`src/rtl/instr_fetch.sv`:
```
// instr_fetch: instruction fetch stage for the single-cycle LEGv8 datapath.
// Holds the 64-bit PC, keeps at most one instruction-memory read in flight,
// buffers returned words in a small circular queue toward decode, and applies
// taken-branch redirects (flush the queue, drop stale responses).
// Optional feature macro: FETCH_BL_EN adds the link_pc output (br_pc+4
// captured on unconditional redirects, used for the BL write to X30).
module instr_fetch #(
    parameter int          QDEPTH   = 2,
    parameter logic [63:0] RESET_PC = 64'h0
) (
    input  logic        clk,
    input  logic        reset_n,
    output logic        imem_req,
    output logic [63:0] imem_addr,
    input  logic        imem_rvalid,
    input  logic [31:0] imem_rdata,
    output logic        instr_valid,
    output logic [31:0] instr,
    output logic [63:0] instr_pc,
    input  logic        instr_ready,
`ifdef FETCH_BL_EN
    output logic [63:0] link_pc,
`endif
    input  logic        redirect,
    input  logic        br_uncond,
    input  logic [63:0] br_pc,
    input  logic [25:0] Imm26,
    input  logic [18:0] Imm19
);

    localparam int AW = (QDEPTH > 1) ? $clog2(QDEPTH) : 1;
    localparam logic [AW:0] FULL_COUNT = (AW + 1)'(QDEPTH);

    typedef enum logic [1:0] {
        FETCH = 2'd0,
        WAIT  = 2'd1,
        DRAIN = 2'd2
    } state_t;

    state_t        state;
    state_t        state_next;

    logic [63:0]   pc;

    logic [31:0]   q_instr [QDEPTH];
    logic [63:0]   q_pc    [QDEPTH];
    logic [AW-1:0] wr_ptr;
    logic [AW-1:0] rd_ptr;
    logic [AW:0]   count;
    logic          q_full;

    logic          push;
    logic          pop;

    logic [63:0]   offset_word;
    logic [63:0]   br_target;

    // Branch target: sign-extend the selected word offset, scale to bytes, add.
    always_comb begin
        offset_word = '0;
        if (br_uncond) begin
            offset_word = {{38{Imm26[25]}}, Imm26};
        end else begin
            offset_word = {{45{Imm19[18]}}, Imm19};
        end
        br_target = br_pc + (offset_word << 2);
    end

    // Queue bookkeeping; a redirect overrides both push and pop in its cycle.
    always_comb begin
        q_full = (count == FULL_COUNT);
        push   = (state == WAIT) && imem_rvalid && !redirect;
        pop    = (count != '0) && instr_ready && !redirect;
    end

    // State register.
    always_ff @(posedge clk or negedge reset_n) begin
        if (!reset_n) begin
            state <= FETCH;
        end else begin
            state <= state_next;
        end
    end

    // Next-state logic; DRAIN swallows exactly one response before refetching.
    always_comb begin
        state_next = state;
        case (state)
            FETCH: begin
                if (imem_req) begin
                    state_next = redirect ? DRAIN : WAIT;
                end
            end
            WAIT: begin
                if (imem_rvalid) begin
                    state_next = FETCH;
                end else if (redirect) begin
                    state_next = DRAIN;
                end
            end
            DRAIN: begin
                if (imem_rvalid) begin
                    state_next = FETCH;
                end
            end
            default: begin
                state_next = FETCH;
            end
        endcase
    end

    // Outputs: request whenever fetching with room in the queue; head is zero when empty.
    always_comb begin
        imem_req    = (state == FETCH) && !q_full;
        imem_addr   = pc;
        instr_valid = (count != '0);
        instr       = '0;
        instr_pc    = '0;
        if (count != '0) begin
            instr    = q_instr[rd_ptr];
            instr_pc = q_pc[rd_ptr];
        end
    end

    // Program counter: redirect wins, otherwise advance one word per accepted response.
    always_ff @(posedge clk or negedge reset_n) begin
        if (!reset_n) begin
            pc <= RESET_PC;
        end else if (redirect) begin
            pc <= br_target;
        end else if (push) begin
            pc <= pc + 64'd4;
        end
    end

    // Queue pointers and occupancy; pointers wrap naturally because QDEPTH is a power of two.
    always_ff @(posedge clk or negedge reset_n) begin
        if (!reset_n) begin
            wr_ptr <= '0;
            rd_ptr <= '0;
            count  <= '0;
        end else if (redirect) begin
            wr_ptr <= '0;
            rd_ptr <= '0;
            count  <= '0;
        end else begin
            if (push) begin
                wr_ptr <= wr_ptr + AW'(1);
            end
            if (pop) begin
                rd_ptr <= rd_ptr + AW'(1);
            end
            if (push && !pop) begin
                count <= count + (AW + 1)'(1);
            end else if (pop && !push) begin
                count <= count - (AW + 1)'(1);
            end
        end
    end

    // Queue storage; contents are only observed through a valid head, so no reset is needed.
    always_ff @(posedge clk) begin
        if (push) begin
            q_instr[wr_ptr] <= imem_rdata;
            q_pc[wr_ptr]    <= pc;
        end
    end

`ifdef FETCH_BL_EN
    // Link register: return address of the most recent unconditional redirect.
    always_ff @(posedge clk or negedge reset_n) begin
        if (!reset_n) begin
            link_pc <= '0;
        end else if (redirect && br_uncond) begin
            link_pc <= br_pc + 64'd4;
        end
    end
`endif

endmodule

```
`config.mk`:
```
export PLATFORM = sky130hd
export DESIGN_NAME = instr_fetch
export DESIGN_NICKNAME = d
export VERILOG_FILES = /design/src/rtl/instr_fetch.sv
export SDC_FILE = /design/constraint.sdc
export NUM_CORES = 1
export LEC_CHECK = 0
export CAP_MARGIN = 0
export CORE_ASPECT_RATIO = 1.2
export CORE_MARGIN = 2
export CORE_UTILIZATION = 45
export CTS_CLUSTER_SIZE = 30
export DETAILED_ROUTE_END_ITERATION = 16
export HOLD_SLACK_MARGIN = 0.08
export PLACE_DENSITY = 0.74
export SLEW_MARGIN = 5
export SYNTH_ARGS = -nofsm -noshare
export SYNTH_HDL_FRONTEND = slang
export SYNTH_SLANG_ARGS = --single-unit
```
`constraint.sdc`:
```
create_clock -name clk -period 7.9 [get_ports clk]
set_input_delay 0.79 -clock clk [delete_from_list [all_inputs] [get_ports clk]]
set_output_delay 0.79 -clock clk [all_outputs]
set_load 0.01 [all_outputs]
```
# After elaboration in Yosys (flattened, before gate mapping)

Memories as Yosys holds them, arrays and structs flattened.
Index checks and enable logic that the tools add are counted.

$add $sub $neg: 6
Multiply operators: 0
Div/mod/pow operators: 0
$lt $le $gt $ge: 0
Eq/ne operators: 6
Shift operators: 0
Multiplexer cells: 20
Bitwise gates (word level): 0
Reduce and logical (&&, ||, !) cells: 17

Operators by type and width:

| operator                                            | count |
|---|---|
| 2-to-1 mux 64 bit                                   | 3 |
| adder 64 x 3 -> 64 bit, second input constant       | 1 |
| adder 64 bit                                        | 1 |
| 2-to-1 mux 62 bit                                   | 1 |
| 2-to-1 mux 32 bit                                   | 1 |
| 2-to-1 mux 2 bit                                    | 8 |
| logical AND 1 bit                                   | 7 |
| 2-to-1 mux 1 bit                                    | 6 |
| one-hot mux 2 bit (3 select lines)                  | 1 |
| nonzero test 2 bit                                  | 3 |
| equality test 2 bit, second input constant          | 2 |
| logical NOT 1 bit                                   | 4 |
| inequality test 2 bit, second input constant        | 2 |
| inequality test 3 bit, second input constant        | 1 |
| AND reduction 3 bit                                 | 1 |
| nonzero test 3 bit                                  | 1 |
| adder 1 bit, second input constant                  | 2 |
| adder 2 x 1 -> 2 bit, second input constant         | 1 |
| equality test 2 x 1 -> 1 bit, second input constant | 1 |
| logical NOT 2 bit                                   | 1 |
| subtractor 2 x 1 -> 2 bit, second input constant    | 1 |

Flip-flop bits (word level): 70
Latch bits: 0
RAM bits: 192
Bits in read-only memories: 0
Logic and storage cells: 56
Memories kept: 2

Memory list:

| memory  | words | bits a word | rd ports | clocked after memory_dff | write ports | line | text |
|---|---|---|---|---|---|---|---|
| q_pc    | 2     | 64          | 1        | 0                        | 1           | 46   | `logic [63:0] q_pc [QDEPTH];` |
| q_instr | 2     | 32          | 1        | 0                        | 1           | 45   | `logic [31:0] q_instr [QDEPTH];` |

# Longest topological paths before layout

Gate-level depths: netlist of run 1.

Word-level depth: 8
Depth in mapped cells: 15
Gate-level depth less buffers: 12

# Least setup slack after synthesis of run 1

OpenSTA, ideal clock, no wires.

Path kind: input -> register
From: in redirect
To: mem q_instr[0][0], enable pin
Arrival time: 7.941 ns
Slack: -0.710 ns
Stages on the path: 4
Path buffers: 3
Cells stage by stage: clkbuf_1 -> buf_1 -> buf_1 -> nor3_1

Longest elaborated chain between the ends: 4

Ends and longest elaborated chain:

| item                                   | line | text |
|---|---|---|
| start: declaration                     | 24   | `input logic redirect,` |
| logical NOT 1 bit                      | 72   | `push = (state == WAIT) && imem_rvalid && !redirect;` |
| logical AND 1 bit                      | 72   |  |
| 2-to-1 mux 1 bit                       | 163  | `if (push) begin` |
| 2-to-1 mux 1 bit (implied by the code) | 164  | `q_instr[wr_ptr] <= imem_rdata;` |
| end: declaration                       | 45   |  |

No other way between the ends.

# Final worst setup path of run 1

From: in br_uncond
To: reg pc[48], in the netlist imem_addr[48]

Longest elaborated chain between the ends: 3

Ends and longest elaborated chain:

| item                   | line | text |
|---|---|---|
| start: declaration     | 25   | `input logic br_uncond,` |
| 2-to-1 mux 62 bit      | 61   | `if (br_uncond) begin` |
| adder 64 bit           | 66   | `br_target = br_pc + (offset_word << 2);` |
| 2-to-1 mux 64 bit      | 129  | `end else if (redirect) begin` |
| end signal: assignment | 130  | `pc <= br_target;` |
| end signal: assignment | 132  | `pc <= pc + 64'd4;` |
| end: declaration       | 43   | `logic [63:0] pc;` |

No other way between the ends.
A chain may end at the register's enable or synchronous reset.

==> metrics.log, run 1 <==
INFO  metric routedWlPerCell = 19.0 um
INFO  metric clock.fmax = 226 MHz
INFO  metric synth_simple_gate_area_share = 14.7%
INFO  metric vias = 11.8k
INFO  metric clock_path_buffers = 3
INFO  metric postSynthRegisterBits = 262
INFO  metric synth_top_cells_by_count = edfxtp_1, nor2_1, a21oi_1
INFO  metric worst-endpoint-arrival = 4.80 ns
INFO  metric vdd_drop_max = 0.119 mV
INFO  metric synth_compound_area_share = 13.0%
INFO  metric finalWeightedCongestion = 0.879
INFO  metric detailedPlacementHpwl = 30800 um
INFO  metric clock_skew = 0.00550 ns
INFO  metric grtUsageTotal = 23.0%
INFO  metric critical_path_required = 8.28 ns
INFO  metric startpoint_kind_of_the_worst_setup_timing_path = input port
INFO  metric final_area = 0.0194 mm2
INFO  metric cts_buffers = 24
INFO  metric drt.antenna.violating_nets = 0
INFO  metric synth_mux_area_share = 8.17%
INFO  metric htree_num_levels = 1
INFO  metric synth_area_per_cell = 10.6 um2
INFO  metric worstSkewPairLatency = 0.52 ns
INFO  metric cts_resized = 0
INFO  metric maxCapViolCount = 0
INFO  metric final.period_utilization = 55.9%
INFO  metric synth-seq-area-share = 49.7%
INFO  metric slowest_cell_on_the_critical_path = nor4b_1
INFO  metric die_h = 205 um
INFO  metric run_status = finished clean
INFO  metric drt_iter0_drc = 829
INFO  metric num-nets-final = 1905
INFO  metric cts_hold_repair.buffers = 0
INFO  metric route.detailed.drc = 0
INFO  metric crit_chain = clkdlybuf4s50_1 > buf_4 > nand2b_1 > nand2_1 > buf_4 > ha_1 > nand4_1 > or3_1 > nor4b_1 > a221oi_1 > o31a_1 > xor2_1 > mux2i_1
INFO  metric synth_flop_cell = edfxtp_1
INFO  metric worst_slew_margin_rel = 35.9%
INFO  metric hold_viol = 0
INFO  metric clock_edge_transition_at_the_registers_on_the_reported_setup_and_hold_paths = 0.06 ns
INFO  metric fin_crit = 4.42 ns
INFO  metric top_level_i_o_count = 309
INFO  metric post_synth_inst_count = 1428
INFO  metric cts_num_sinks = 262
INFO  metric synth_top_family_by_area = simple AND/OR/NAND/NOR gates
INFO  metric yosysWarningCount = 0
INFO  metric area_delta_synth_final = 28.2%
INFO  metric global_route.overflow_total = 0
INFO  metric crit_path_max_fanout = 37
INFO  metric synth_enable_flop_cells = 192
INFO  metric pwr_density_cell = 220 mW/mm2
INFO  metric core.rowCount = 73
INFO  metric report.final.slew_viol_count = 0
INFO  metric worstSetupPathType = input port to register
INFO  metric synth_most_common_cell = edfxtp_1
INFO  metric first_global_vias = 11.5k
INFO  metric portion_of_synthesized_cell_area_occupied_by_the_leading_cell_type = 38.1%
INFO  metric clock_tree_from_tritoncts = yes
INFO  metric die_width = 171 um
INFO  metric port-buffer-count = 308
INFO  metric setup-tns-final = 0 ns
INFO  metric post_synth_fa_ha_maj_area_fraction = 5.26%
INFO  metric crit_path_end_kind = register
INFO  metric postPlaceCellArea = 0.0185 mm2
INFO  metric synth.top_cells.by_area = edfxtp_1, dfrtp_1, mux2i_1, ha_1, nor2_1
INFO  metric initial_core_util = 45.6%
INFO  metric rsz_0062_raised_after_global_routing = false
INFO  metric critical-path-max-stage-delay = 0.61 ns
INFO  metric synthesis.area = 0.0151 mm2
INFO  metric critical_path.most_common_cell = buf_4
INFO  metric post_drt_via_cell_ratio = 5.45
INFO  metric die_area = 0.0351 mm2
INFO  metric cts_post_setup_buffers_inserted = 0
INFO  metric report.final.setup_viol = 0
INFO  metric core_region_area = 0.0332 mm2
INFO  metric grt_antenna_before_repair = 1
INFO  metric holdCritPathClass = input port to async pin
INFO  metric wirelength = 41200 um
INFO  metric power.leakage = 6.99 nW
INFO  metric synth_top_area_cell = edfxtp_1
INFO  metric asyncSetResetFlopFracSynth = 26.7%
INFO  metric clock_tree.root_cell = clkbuf_16
INFO  metric drtPass1Iterations = 5
INFO  metric share_of_layout_cells_above_drive_strength_1 = 6.25%
INFO  metric synthesis.nets = 1638
INFO  metric grt_pass1_wl = 63300 um
INFO  metric worst-slew-pin-transition = 0.961 ns
INFO  metric xor_xnor_share_of_the_synthesized_area = 6.48%
INFO  metric synth.lib_cells_used.distinct = 85
INFO  metric maximum_number_of_pins_on_one_net_before_global_route_repair = 73
[metal layers]
| layer | wire length [um] | track usage, % | part of all wire, % |
|---|---|---|---|
| met5 | 0 | 0 | 0 |
| met4 | 1450 | 8.57 | 3.5 |
| met3 | 2040 | 2.47 | 4.9 |
| met2 | 19100 | 37.4 | 46 |
| met1 | 18600 | 31.7 | 45 |
[path summary, 6_finish.rpt]
| check | start | end | slack, ns | cells past startpoint |
|---|---|---|---|---|
| worst max-delay path | br_uncond | imem_addr[48] | 3.48 | 13 |
| worst min-delay path | reset_n | imem_addr[9] | 0.39 | 1 |
| worst max register to register | imem_addr[6] | imem_addr[58] | 4.92 | 9 |
| worst min register to register | imem_addr[0] | q_pc[0][0] | 0.50 | 0 |
| max in group asynchronous | reset_n | rd_ptr | 6.78 | 1 |
| min in group clk | imem_addr[0] | q_pc[0][0] | 0.50 | 0 |
[state kept, by name (all words and copies together), names as in the netlist]
name	cells
wr_ptr	1
rd_ptr	1
count	2
q_instr	64
imem_addr	64
state	2
q_pc	128
[worst max-delay path: cells and delay by family]
| family | cells | cell delay (ns) |
|---|---|---|
| AND/OR/NAND/NOR | 5 | 1.69 |
| buffers and inverters | 3 | 1.02 |
| AO/OA/AOI/OAI | 2 | 0.53 |
| adder cells (fa/ha/maj) | 1 | 0.51 |
| XOR/XNOR | 1 | 0.14 |
| multiplexers | 1 | 0.08 |
[cells by family after synthesis]
| family | count (synthesis) |
|---|---|
| muxes | 121 |
| xor gates and xnor gates | 112 |
| adders and majority gates | 63 |
| AOI/OAI and AO/OA | 307 |
| buffers and inverters | 98 |
| DFF | 262 |
| and+or+nand+nor | 465 |
[where the power goes]
group,switching (mW),internal [mW]
sequential,0.183,1.65
combinational,0.616,0.562
clock,0.510,0.745
total,1.31,2.95
[layout by cell type, fill, tap and decap left out, types with 9 or more instances in the layout]
master / count
mux2i_1: 101
clkdlybuf4s50_1: 306
mux2_2: 20
or3_1: 9
nand4_1: 35
edfxtp_1: 192
clkbuf_16: 25
nand3_1: 32
nand2_1: 103
nor2_1: 187
and3_1: 19
dfrtp_1: 69
inv_1: 22
a21oi_1: 108
buf_4: 10
a21o_1: 36
a31oi_1: 10
nor3_1: 16
xor2_1: 51
o21bai_1: 15
o21ai_0: 52
ha_1: 62
xnor2_1: 61
[metrics by stage]
stage	cells	power, mW	hold WS (ns)	setup slack (ns)	utilization, %
2_1_floorplan	1428	2.46	0.467	2.24	-
5_1_grt	2164	4.46	0.473	3.21	58.5
3_5_place_dp	2119	3.03	0.498	2.98	55.9
3_3_place_gp	2119	3.01	0.472	3.05	55.9
4_1_cts	2163	4.29	0.441	3.52	58.5
6_report	2164	4.26	0.392	3.48	58.5
[cell type report]
cell class / count / area, um2
Antenna cell: 1 / 2.50
Clock inverter: 18 / 231
Clock buffer: 26 / 629
Multi-Input combinational cell: 1068 / 7230
Timing Repair Buffer: 316 / 3140
Inverter: 23 / 86.3
Fill cell: 2806 / 13800
Sequential cell: 262 / 7520
Tap cell: 450 / 563
(Power assumes the default switching activity.)
==> run 2: changes to the inputs <==
Settings changed: PLACE_DENSITY 0.74 to 0.71.
Clock period 7.9 ns to 4.2 ns, I/O delays scaled along.
==> run 2 against run 1 <==
Net effect: register-to-register slack got worse by 3.6 ns; non-clock buffer count is 41 higher; sequential share of layout area fell by 0.49 points; utilization up 0.75 points; sequential power grew 88%; largest cell class unchanged.
==> metrics.log, run 2 (synthesis results as in run 1) <==
INFO  metric initial_core_util = 45.6% (unchanged)
INFO  metric layout.cells.most_common = clkdlybuf4s50_1
INFO  metric largest_register_ff_count = 128 (unchanged)
INFO  metric share_of_layout_cells_above_drive_strength_1 = 8.32% (+2.1 points)
INFO  metric final.period_utilization = 89.0%
INFO  metric core_region_area = 0.0332 mm2 (unchanged)
INFO  metric worst_slew_margin_rel = 34.5% (-1.4 points)
INFO  metric clock_skew = 0.0129 ns (+0.00739 ns)
INFO  metric finalWeightedCongestion = 0.915 (+4.1%)
INFO  metric regArea = 0.00752 mm2 (unchanged)
INFO  metric worst-slew-pin-transition = 0.982 ns (+0.0213 ns)
INFO  metric hold_viol = 0 (unchanged)
INFO  metric cts_post_setup_buffers_inserted = 0 (unchanged)
INFO  metric report.final.setup_viol = 0 (unchanged)
INFO  metric pwr_density_cell = 398 mW/mm2 (+81%)
INFO  metric critical-path-max-stage-delay = 0.58 ns (-0.03 ns)
INFO  metric port-buffer-count = 308 (unchanged)
INFO  metric critical_path.most_common_cell = a21oi_1
INFO  metric area_delta_synth_final = 29.9%
INFO  metric clock_tree_from_tritoncts = yes
INFO  metric global_route.overflow_total = 0 (unchanged)
INFO  metric rsz_0062_raised_after_global_routing = false
INFO  metric crit_path_max_fanout = 18 (-51%)
INFO  metric run_status = finished clean
INFO  metric top_register = q_pc
INFO  metric worst_reg_to_reg_path_cell_count = 9 (unchanged)
INFO  metric wirelength = 40900 um (-0.83%)
INFO  metric critical_path_required = 4.55 ns (-3.73 ns)
INFO  metric maxCapViolCount = 0 (unchanged)
INFO  metric clock_path_buffers = 3 (unchanged)
INFO  metric route.detailed.drc = 0 (unchanged)
INFO  metric core.rowCount = 73 (unchanged)
INFO  metric vias = 12.0k (+1.4%)
INFO  metric holdWs = 0.0409 ns (-0.351 ns)
INFO  metric grt_antenna_before_repair = 1 (unchanged)
INFO  metric post_drt_via_cell_ratio = 5.43 (-0.51%)
INFO  metric area_of_the_multi_input_gates = 0.00723 mm2 (unchanged)
INFO  metric final_area = 0.0197 mm2 (+1.3%)
INFO  metric placed_instance_count = 2160 (+1.9%)
INFO  metric crit_path_end_kind = register
INFO  metric fin_crit = 3.74 ns
INFO  metric fill_cells = 2806 (unchanged)
INFO  metric htree_num_levels = 1 (unchanged)
INFO  metric first_global_vias = 11.8k (+1.9%)
INFO  metric layoutNonFillerInstCount = 2205 (+1.9%)
INFO  metric die_h = 205 um (unchanged)
INFO  metric worstSkewPairLatency = 0.51 ns (about the same)
INFO  metric worst-endpoint-arrival = 4.09 ns (-0.71 ns)
INFO  metric vdd_drop_max = 0.234 mV (+96%)
INFO  metric die_width = 171 um (unchanged)
INFO  metric clock_tree.root_cell = clkbuf_16
INFO  metric layout_setup_ws = 0.461 ns (-3.02 ns)
INFO  metric holdCritPathClass = input port to async pin
INFO  metric pre_cts_ws = -0.0192 ns (-3.00 ns)
INFO  metric die_area = 0.0351 mm2 (unchanged)
INFO  metric cts_resized = 0 (unchanged)
INFO  metric final_cell_mix = clkdlybuf4s50_1, edfxtp_1, nor2_1, a21oi_1, nand2_1
INFO  metric worstSetupPathType = input port to register
INFO  metric grt_pass1_wl = 63200 um (-0.15%)
INFO  metric cts_buffers = 24 (unchanged)
INFO  metric crit_chain = clkdlybuf4s50_1 > buf_4 > mux2_2 > ha_1 > a21oi_1 > o21ai_0 > a311oi_1 > a2111oi_2 > o31ai_2 > nand2_1 > o221ai_1 > xor2_1 > a21oi_1
INFO  metric drt_iter0_drc = 811 (-2.2%)
INFO  metric maximum_number_of_pins_on_one_net_before_global_route_repair = 89 (+22%)
INFO  metric cts_num_sinks = 262 (unchanged)
INFO  metric cts_hold_repair.buffers = 0 (unchanged)
INFO  metric startpoint_kind_of_the_worst_setup_timing_path = input port
INFO  metric detailedPlacementHpwl = 31200 um (+1.4%)
INFO  metric top_level_i_o_count = 309 (unchanged)
INFO  metric slowest_cell_on_the_critical_path = clkdlybuf4s50_1
INFO  metric drtPass1Iterations = 5 (unchanged)
INFO  metric num-nets-final = 1946 (+2.2%)
INFO  metric clock.fmax = 267 MHz
INFO  metric drt.antenna.violating_nets = 0 (unchanged)
INFO  metric grtUsageTotal = 22.8% (-0.15 points)
INFO  metric clock_edge_transition_at_the_registers_on_the_reported_setup_and_hold_paths = 0.06 ns (about the same)
INFO  metric postPlaceCellArea = 0.0189 mm2 (+1.9%)
INFO  metric power.leakage = 7.16 nW (+2.4%)
INFO  metric routedWlPerCell = 18.5 um (-2.7%)
INFO  metric report.final.slew_viol_count = 0 (unchanged)
run 2: cell count changes in the layout (fill, tap and decap cells not counted):
cell / before / now
clkinv_1: 4 / 5
clkinvlp_2: 0 / 3
inv_6: 1 / 0
buf_4: 10 / 48
clkinvlp_4: 2 / 1
clkinv_4: 3 / 0
clkbuf_1: 1 / 2
clkinv_2: 4 / 7
buf_12: 0 / 3
bufinv_16: 5 / 2
run 2: per-stage QoR:
step	util (%)	setup TNS (ns)	power, mW
CTS	59.3	0	7.87
finish	59.3	0	7.82
detailed placement	57.0	-0.0195	5.76
global route	59.3	0	8.21
floorplan	-	0	4.62
global placement	57.0	0	5.73
run 2: layer usage:
metal  up-vias  GRT usage (%)  wire length [um]  share of wire, %
met3        67           2.59              2080               5.1
li1       5864              -                 -                 -
met4         0           7.75              1410               3.4
met5         -              0                 0                 0
met1      5677           30.9             18100                44
met2       356           38.1             19300                47
run 2: report_power, final:
| part | switching, mW | internal (mW) |
|---|---|---|
| Combinational | 1.17 | 1.11 |
| Sequential | 0.341 | 3.10 |
| Clock | 0.901 | 1.20 |
run 2: worst max-delay path, delay by kind of cell:
kind                     cells  cell delay [ns]
multiplexers                 1             0.36
XOR/XNOR                     1             0.19
AND/OR/NAND/NOR              1             0.11
adder cells (fa/ha/maj)      1             0.38
buffers and inverters        2             0.86
AO/OA/AOI/OAI                7             1.77
run 2: final cells by class:
| cell class | instances | area share, % |
|---|---|---|
| Antenna cell | 1 | 0.0127 |
| Tap cell | 450 | 2.86 |
| Timing Repair Buffer | 357 | 17.7 |
| Sequential cell | 262 | 38.3 |
| Multi-Input combinational cell | 1068 | 36.8 |
| Clock buffer | 27 | 3.22 |
| Inverter | 23 | 0.439 |
| Clock inverter | 17 | 0.675 |
run 2: final timing paths:
path                              start             to  slack, ns
setup / recovery              br_uncond  imem_addr[61]       0.46
max in group asynchronous       reset_n         rd_ptr       3.49
setup reg to reg           imem_addr[4]  imem_addr[58]       1.29
hold reg to reg                state[0]       state[1]       0.52
hold / removal                  reset_n   imem_addr[9]       0.04
min in group clk               redirect         rd_ptr       0.37
